`config.mk`:
```
export PLATFORM = sky130hd
export DESIGN_NAME = apb_master_bridge_flat
export DESIGN_NICKNAME = d
export VERILOG_FILES = /design/src/rtl/apb_master_bridge_if.sv /design/src/rtl/apb_master_bridge.sv /design/src/flat_wrapper.sv
export SDC_FILE = /design/constraint.sdc
export NUM_CORES = 1
export LEC_CHECK = 0
export BUFFER_PORTS_ARGS = -buffer_cell sky130_fd_sc_hd__buf_2
export CAP_MARGIN = 25
export CORE_ASPECT_RATIO = 1.4
export CORE_MARGIN = 2
export CORE_UTILIZATION = 45
export DETAILED_ROUTE_END_ITERATION = 7
export GPL_ROUTABILITY_DRIVEN = 1
export GPL_TIMING_DRIVEN = 0
export PLACE_DENSITY = 0.78
export SETUP_SLACK_MARGIN = 0.1
export SLEW_MARGIN = 20
export SYNTH_ARGS = -nofsm -noshare
export SYNTH_HDL_FRONTEND = slang
export SYNTH_SLANG_ARGS = --single-unit
```
`constraint.sdc`:
```
create_clock -name PCLK -period 2.75 [get_ports PCLK]
set_clock_uncertainty 0.2 [all_clocks]
set_input_delay 0.1375 -clock PCLK [delete_from_list [all_inputs] [get_ports PCLK]]
set_output_delay 0.1375 -clock PCLK [all_outputs]
set_load 0.01 [all_outputs]
```
`src/rtl/apb_master_bridge_if.sv`:
```
// Bus bundle for the APB master bridge: the command side from the control interface
// and the APB side toward the two slaves.
interface apb_master_bridge_if #(
    parameter int AW = 9,
    parameter int DW = 8
);
    logic          transfer;
    logic          READ_WRITE;
    logic [AW-1:0] apb_read_paddr;
    logic [AW-1:0] apb_write_paddr;
    logic [DW-1:0] apb_write_data;
    logic [DW-1:0] apb_read_data_out;
    logic [AW-1:0] PADDR;
    logic          PWRITE;
    logic [DW-1:0] PWDATA;
    logic          PSEL1;
    logic          PSEL2;
    logic          PENABLE;
    logic          PREADY;
    logic [DW-1:0] PRDATA1;
    logic [DW-1:0] PRDATA2;
    logic          PSLVERR;
    logic          xfer_done;
    logic          xfer_err;

    modport master (
        input  transfer, READ_WRITE, apb_read_paddr, apb_write_paddr, apb_write_data,
        input  PREADY, PRDATA1, PRDATA2, PSLVERR,
        output apb_read_data_out, PADDR, PWRITE, PWDATA, PSEL1, PSEL2, PENABLE,
        output xfer_done, xfer_err
    );

    modport slave (
        output transfer, READ_WRITE, apb_read_paddr, apb_write_paddr, apb_write_data,
        output PREADY, PRDATA1, PRDATA2, PSLVERR,
        input  apb_read_data_out, PADDR, PWRITE, PWDATA, PSEL1, PSEL2, PENABLE,
        input  xfer_done, xfer_err
    );
endinterface

```
`src/rtl/apb_master_bridge.sv`:
```
// APB master protocol engine: IDLE/SETUP/ACCESS sequencing toward two slaves selected by
// the address MSB, with a bounded PREADY wait and registered completion pulses.
module apb_master_bridge #(
    parameter int AW       = 9,
    parameter int DW       = 8,
    parameter int MAX_WAIT = 16
) (
    input  logic                   PCLK,
    input  logic                   PRESET,
    apb_master_bridge_if.master    bus
);
    localparam int CW = $clog2(MAX_WAIT) + 1;

    typedef enum logic [1:0] {
        IDLE,
        SETUP,
        ACCESS
    } state_t;

    state_t        r_state;
    logic [CW-1:0] r_waitCnt;
    logic [AW-1:0] r_paddr;
    logic          r_pwrite;
    logic [DW-1:0] r_pwdata;
    logic          r_psel1;
    logic          r_psel2;
    logic          r_penable;
    logic [DW-1:0] r_rdData;
    logic          r_xferDone;
    logic          r_xferErr;

    logic [AW-1:0] w_cmdAddr;
    logic [DW-1:0] w_slaveData;
    logic          w_timeout;

    // Address of the command currently presented; only captured at accept points.
    assign w_cmdAddr   = bus.READ_WRITE ? bus.apb_write_paddr : bus.apb_read_paddr;
    assign w_slaveData = r_paddr[AW-1] ? bus.PRDATA2 : bus.PRDATA1;
    assign w_timeout   = (r_waitCnt == CW'(MAX_WAIT - 1));

    always_ff @(posedge PCLK) begin
        if (PRESET) begin
            r_state    <= IDLE;
            r_waitCnt  <= '0;
            r_paddr    <= '0;
            r_pwrite   <= 1'b0;
            r_pwdata   <= '0;
            r_psel1    <= 1'b0;
            r_psel2    <= 1'b0;
            r_penable  <= 1'b0;
            r_rdData   <= '0;
            r_xferDone <= 1'b0;
            r_xferErr  <= 1'b0;
        end else begin
            r_xferDone <= 1'b0;
            r_xferErr  <= 1'b0;
            case (r_state)
                IDLE: begin
                    if (bus.transfer) begin
                        r_paddr   <= w_cmdAddr;
                        r_pwrite  <= bus.READ_WRITE;
                        r_pwdata  <= bus.apb_write_data;
                        r_psel1   <= ~w_cmdAddr[AW-1];
                        r_psel2   <= w_cmdAddr[AW-1];
                        r_penable <= 1'b0;
                        r_state   <= SETUP;
                    end
                end
                SETUP: begin
                    r_penable <= 1'b1;
                    r_waitCnt <= '0;
                    r_state   <= ACCESS;
                end
                ACCESS: begin
                    // PREADY wins over the timeout when both land in the same cycle.
                    if (bus.PREADY) begin
                        r_xferDone <= 1'b1;
                        r_xferErr  <= bus.PSLVERR;
                        r_penable  <= 1'b0;
                        if (!r_pwrite) begin
                            r_rdData <= w_slaveData;
                        end
                        if (bus.transfer) begin
                            r_paddr  <= w_cmdAddr;
                            r_pwrite <= bus.READ_WRITE;
                            r_pwdata <= bus.apb_write_data;
                            r_psel1  <= ~w_cmdAddr[AW-1];
                            r_psel2  <= w_cmdAddr[AW-1];
                            r_state  <= SETUP;
                        end else begin
                            r_psel1 <= 1'b0;
                            r_psel2 <= 1'b0;
                            r_state <= IDLE;
                        end
                    end else if (w_timeout) begin
                        r_xferDone <= 1'b1;
                        r_xferErr  <= 1'b1;
                        r_penable  <= 1'b0;
                        r_psel1    <= 1'b0;
                        r_psel2    <= 1'b0;
                        r_state    <= IDLE;
                    end else begin
                        r_waitCnt <= r_waitCnt + CW'(1);
                    end
                end
                default: begin
                    r_penable <= 1'b0;
                    r_psel1   <= 1'b0;
                    r_psel2   <= 1'b0;
                    r_state   <= IDLE;
                end
            endcase
        end
    end

    assign bus.PADDR             = r_paddr;
    assign bus.PWRITE            = r_pwrite;
    assign bus.PWDATA            = r_pwdata;
    assign bus.PSEL1             = r_psel1;
    assign bus.PSEL2             = r_psel2;
    assign bus.PENABLE           = r_penable;
    assign bus.apb_read_data_out = r_rdData;
    assign bus.xfer_done         = r_xferDone;
    assign bus.xfer_err          = r_xferErr;
endmodule

```
`src/flat_wrapper.sv`:
```
// flat-port wrapper written by rule: the top's interface ports become plain ports
module apb_master_bridge_flat 
#(
    parameter int AW       = 9,
    parameter int DW       = 8,
    parameter int MAX_WAIT = 16
)
  (PCLK, PRESET, bus_transfer, bus_READ_WRITE, bus_apb_read_paddr, bus_apb_write_paddr, bus_apb_write_data, bus_PREADY, bus_PRDATA1, bus_PRDATA2, bus_PSLVERR, bus_apb_read_data_out, bus_PADDR, bus_PWRITE, bus_PWDATA, bus_PSEL1, bus_PSEL2, bus_PENABLE, bus_xfer_done, bus_xfer_err);
  apb_master_bridge_if #(.AW(AW), .DW(DW)) bus_i ();
  input  logic PCLK;
  input  logic PRESET;
  input wire logic [$bits(bus_i.transfer)-1:0] bus_transfer;
  input wire logic [$bits(bus_i.READ_WRITE)-1:0] bus_READ_WRITE;
  input wire logic [$bits(bus_i.apb_read_paddr)-1:0] bus_apb_read_paddr;
  input wire logic [$bits(bus_i.apb_write_paddr)-1:0] bus_apb_write_paddr;
  input wire logic [$bits(bus_i.apb_write_data)-1:0] bus_apb_write_data;
  input wire logic [$bits(bus_i.PREADY)-1:0] bus_PREADY;
  input wire logic [$bits(bus_i.PRDATA1)-1:0] bus_PRDATA1;
  input wire logic [$bits(bus_i.PRDATA2)-1:0] bus_PRDATA2;
  input wire logic [$bits(bus_i.PSLVERR)-1:0] bus_PSLVERR;
  output wire logic [$bits(bus_i.apb_read_data_out)-1:0] bus_apb_read_data_out;
  output wire logic [$bits(bus_i.PADDR)-1:0] bus_PADDR;
  output wire logic [$bits(bus_i.PWRITE)-1:0] bus_PWRITE;
  output wire logic [$bits(bus_i.PWDATA)-1:0] bus_PWDATA;
  output wire logic [$bits(bus_i.PSEL1)-1:0] bus_PSEL1;
  output wire logic [$bits(bus_i.PSEL2)-1:0] bus_PSEL2;
  output wire logic [$bits(bus_i.PENABLE)-1:0] bus_PENABLE;
  output wire logic [$bits(bus_i.xfer_done)-1:0] bus_xfer_done;
  output wire logic [$bits(bus_i.xfer_err)-1:0] bus_xfer_err;
  assign bus_i.transfer = bus_transfer;
  assign bus_i.READ_WRITE = bus_READ_WRITE;
  assign bus_i.apb_read_paddr = bus_apb_read_paddr;
  assign bus_i.apb_write_paddr = bus_apb_write_paddr;
  assign bus_i.apb_write_data = bus_apb_write_data;
  assign bus_i.PREADY = bus_PREADY;
  assign bus_i.PRDATA1 = bus_PRDATA1;
  assign bus_i.PRDATA2 = bus_PRDATA2;
  assign bus_i.PSLVERR = bus_PSLVERR;
  assign bus_apb_read_data_out = bus_i.apb_read_data_out;
  assign bus_PADDR = bus_i.PADDR;
  assign bus_PWRITE = bus_i.PWRITE;
  assign bus_PWDATA = bus_i.PWDATA;
  assign bus_PSEL1 = bus_i.PSEL1;
  assign bus_PSEL2 = bus_i.PSEL2;
  assign bus_PENABLE = bus_i.PENABLE;
  assign bus_xfer_done = bus_i.xfer_done;
  assign bus_xfer_err = bus_i.xfer_err;
  apb_master_bridge #(.AW(AW), .DW(DW), .MAX_WAIT(MAX_WAIT)) u_core (.PCLK(PCLK), .PRESET(PRESET), .bus(bus_i));
endmodule
```
Word level (Yosys, flattened, before mapping)
Cells that the tools add are included.
{"block": "totals", "regBits": 38, "in_bits": 48, "word_cells": 67}
{"block": "op_classes", "add_sub_neg": 1, "eq_ne": 8, "mux": 34, "bitwise_logic": 4, "reduce_logical": 9}
{"operator": "$mux W9", "n": 3}
{"operator": "$mux W8", "n": 3}
{"operator": "$pmux W9 S2", "n": 1}
{"operator": "$pmux W8 S2", "n": 1}
{"operator": "$mux W1", "n": 15}
{"operator": "$mux W5", "n": 2}
{"operator": "$pmux W5 S2", "n": 1}
{"operator": "$pmux W1 S3", "n": 3}
{"operator": "$reduce_and A3 Y1", "n": 3}
{"operator": "$ne A2 B2 Y1 const B", "n": 4}
{"operator": "$mux W2", "n": 3}
{"operator": "$pmux W2 S3", "n": 1}
{"operator": "$add A5 B1 Y5 const B", "n": 1}
{"operator": "$eq A5 B4 Y1 const B", "n": 1}
{"operator": "$not A1 Y1", "n": 4}
{"operator": "$reduce_and A2 Y1", "n": 2}
{"operator": "$reduce_bool A2 Y1", "n": 2}
{"operator": "$ne A3 B2 Y1 const B", "n": 1}
{"operator": "$eq A2 B1 Y1 const B", "n": 1}
{"operator": "$eq A2 B2 Y1 const B", "n": 1}
{"operator": "$logic_not A2 Y1", "n": 1}
{"operator": "$pmux W1 S2", "n": 1}
{"operator": "$reduce_or A2 Y1", "n": 1}

Depth between registers and ports, before layout
{"block": "logic_depth", "ltp_word": 5, "ltp_mapped": 7}

Worst setup path before layout
Ideal clock, no wire load.
{"block": "synth_path", "path_type": "register to register", "startpoint": "register u_core.r_waitCnt[0]", "endpoint": "register u_core.r_waitCnt[2]", "setup_time_ns": 0.070, "arrival_ns": 1.913, "required_time_ns": 2.480, "setup_slack_ns": 0.568, "stages_incl_launch_ff": 8, "path_buffers": 1, "path_cell_list": "dfxtp_1 -> ha_1 -> and3_1 -> ha_1 -> or4b_4 -> buf_6 -> or3_1 -> a21oi_1"}
{"block": "synth_via", "elab_chain_len": 4, "word_cells_on_any_way": 7, "cone_classes": "add/sub (1); eq/ne (2); mux (3); reduce/logical (1)"}
{"element": "start: declaration", "line": "apb_master_bridge.sv:21", "text": "logic [CW-1:0] r_waitCnt;"}
{"element": "start signal: assignment", "line": "apb_master_bridge.sv:103", "text": "r_waitCnt <= r_waitCnt + CW'(1);"}
{"element": "$add A5 B1 Y5", "line": "apb_master_bridge.sv:103"}
{"element": "$mux W5", "line": "apb_master_bridge.sv:95", "text": "end else if (w_timeout) begin"}
{"element": "$mux W5", "line": "apb_master_bridge.sv:76", "text": "if (bus.PREADY) begin"}
{"element": "$pmux W5 S2", "line": "apb_master_bridge.sv:57", "text": "case (r_state)"}
Parallel ways exist; a longest one is shown, timed or not. The select of a mux whose other input is x is not followed.
A chain may end at the register's enable or synchronous reset.

Worst setup path in the final report
{"block": "layout_path", "startpoint": "register u_core.r_waitCnt[0]", "endpoint": "register u_core.r_xferErr (netlist: u_core.bus.xfer_err)"}
{"block": "layout_via", "elab_chain_len": 3}
{"element": "$eq A5 B4 Y1", "line": "apb_master_bridge.sv:39", "text": "assign w_timeout = (r_waitCnt == CW'(MAX_WAIT - 1));"}
{"element": "$mux W1", "line": "apb_master_bridge.sv:95"}
{"element": "$mux W1", "line": "apb_master_bridge.sv:76"}
{"element": "end signal: assignment", "line": "apb_master_bridge.sv:78", "text": "r_xferErr <= bus.PSLVERR;"}
{"element": "end: declaration", "line": "apb_master_bridge.sv:30", "text": "logic r_xferErr;"}
Every way passes these cells.

==> metrics <==
nets@finish=340; Main synth FF type=dfxtp_1; Crit. End Element=flip-flop; Max Clock Freq=about 420 MHz; Root Driver=clkbuf_8; Pins Over Slew Limit=0; initial antenna violation count=0; Tcrit/Tclk final=86.2%; Initial DRC Count=31; VDD IR max=505 µV; design area=0.00246 mm²; startpoint types=flip-flop; Final ANT Viol Nets=0; global-route wire length before repair=7.57 mm; RSZ-0062 raised after global routing=false; PortBufs=76; post-synth cell types=36; number of global-route vias before repair=roughly 1700; CTS sink cnt=37; Num CTS Buffers=5; most common cell in the synthesized netlist=dfxtp_1; H-tree Lvls=2; FILL cells=about 270; setup total negative slack=0 ps; cell count after synthesis=177; Die X=between 50 and 60 µm; initial core utilization=47.9%; buffer depth of the longest clock path=2; Worst Path Arrival=2400 ps; clock latency on the worst-skew pair=around 280 ps; Post-synth EDFFs=0; area grow syn2layout=51.0%; I/O pin count=79; clk slew on worst S/H paths=70 ps; placed cell areas=0.00206 mm²; slew margin rel.=56.8%; post_cts resized=0; detailed-route wire length per cell=14.7 µm; placed cell count=293; All-Layer GR Usage=25.2%; Via density=5.30; Final HPWL DP=~3.1 mm; DR vias=1754; final number of setup-violating endpoints=0; core area=roughly 0.0034 mm²; Post-CTS Setup Inserts=0; Routability Congestion=0.761; Inserted Diodes=0; hold slack=2.44 ps; top cells by area, synth=dfxtp_1 45%, mux2i_1 9.8%, a21oi_1 7.4%; WS Path Type=flip-flop to flip-flop; syn_area_per_cell=9.22 µm²; Detailed Route WL=4.87 mm; Final Non-Filler Cells=331; Max Cap Violations=0; HP Class=input pin to flip-flop; worst path required time=2780 ps; Final Hold Fails=0; DIE HEIGHT=75.2 µm; Pleak=between 1 and 1.5 nW; register area share after synthesis=45.4%; layout cells sized above 1=33.3%; global route overflow=0; area fraction of the dominant cell type after synthesis=45.4%; asr flop ratio synth=0%; Die ar.=a little over 0.004 mm²; Worst Tran Pin Value=between 600 and 700 ps; syn nets=227; row count=25; power per cell area=500 mW/mm²; post-layout min period=2370 ps; Max FO, Critical Path=4; register bit total from synthesis=37; Yosys top cell by area=dfxtp_1; pin count of the biggest net entering global routing=12; status=completed; YS warnings=0; DRC viols=0; Synth Cell Area=0.00163 mm²; CTS tree=yes; DRT Pass-1 Iters=4; synth cell count leaders=37 x dfxtp_1, 24 x a21oi_1, 16 x a211oi_1, 16 x mux2i_1, 14 x nand3_1
-- flip-flops by register name, indices dropped and copies added (netlist names), 5 cells and up --
signal	count
u_core.bus.apb_read_data_out	8
u_core.bus.PWDATA	8
u_core.r_waitCnt	5
u_core.bus.PADDR	9
-- logic make-up (layout without fill, tap and decap cells) --
logic type | Yosys count | after routing | synth area share, %
AO/OA/AOI/OAI | 57 | 57 | 21.2
adder cells (fa/ha/maj) | 2 | 2 | 1.53
flip-flops | 37 | 37 | 45.4
buffers and inverters | 21 | 135 | 6.13
AND/OR/NAND/NOR | 43 | 43 | 15.2
multiplexers | 17 | 17 | 10.5
-- placed cells by master, fill, tap and decap left out, types with 2 or more instances in the layout --
master / instances
a211oi_1: 16
a21oi_1: 24
buf_2: 80
buf_6: 2
clkbuf_1: 9
clkbuf_8: 7
dfxtp_1: 37
dlygate4sd3_1: 30
ha_1: 2
inv_1: 4
mux2i_1: 16
nand3_1: 14
nor2_1: 10
o21ai_0: 11
o31ai_1: 2
or2b_1: 2
or3_1: 3
-- report_power, final --
part / switching (W) / internal (W)
logic: 0.000113 / 0.000122
clock network: 0.000191 / 0.000227
registers: 0.0000140 / 0.000565
-- worst paths after layout --
kind | from | endpoint | slack, ps | depth (start not counted)
worst max register to register | u_core.r_waitCnt[0] | u_core.bus.xfer_err | 380 | 7
worst max-delay path | u_core.r_waitCnt[0] | u_core.bus.xfer_err | 380 | 7
worst min register to register | u_core.bus.PWDATA[1] | u_core.bus.PWDATA[1] | 280 | 2
worst min-delay path | bus_PRDATA2[1] | u_core.bus.apb_read_data_out[1] | 2 | 3
-- per-layer routing --
metal  vias up  GRT usage [%]  routed length (µm)
met2        56           47.5                2710
met3         6           6.15                 258
met4         0           7.59                  51
li1        868              -                   -
met1       824           26.6                1850
met5         -              0                   0
-- stage by stage --
stage	utilization [%]	setup slack (ps)	power, W
global route	72.3	231	0.00129
CTS	72.3	376	0.00123
global placement	60.5	496	0.000778
floorplan	-	568	0.000700
finish	72.3	379	0.00123
detailed placement	60.5	471	0.000782
-- critical path: stages (launching register included) --
cell,delay (ps)
dfxtp_1,380
ha_1,180
and3_1,170
ha_1,190
nor2_1,70
nor4b_1,370
a21boi_0,200
dlygate4sd3_1,560
-- final cells by class --
| type | count | area (µm²) | area share [%] |
|---|---|---|---|
| inverter | 4 | 15.0 | 0.609 |
| tap | 40 | 50.0 | 2.03 |
| clock inverter | 1 | 5.00 | 0.203 |
| timing repair buffer | 106 | 681 | 27.6 |
| clock buffer | 7 | 96.3 | 3.91 |
| multi-input combinational | 119 | 791 | 32.1 |
| sequential | 37 | 741 | 30.1 |
| buffer | 17 | 85.1 | 3.45 |
-- repair_timing --
item / in CTS / in global routing
hold buffers: 30 / 0
endpoints found under the setup margin: 0 / 0
endpoints found under the hold margin: 20 / 0
Note: power is estimated with default switching activity, not from simulation.
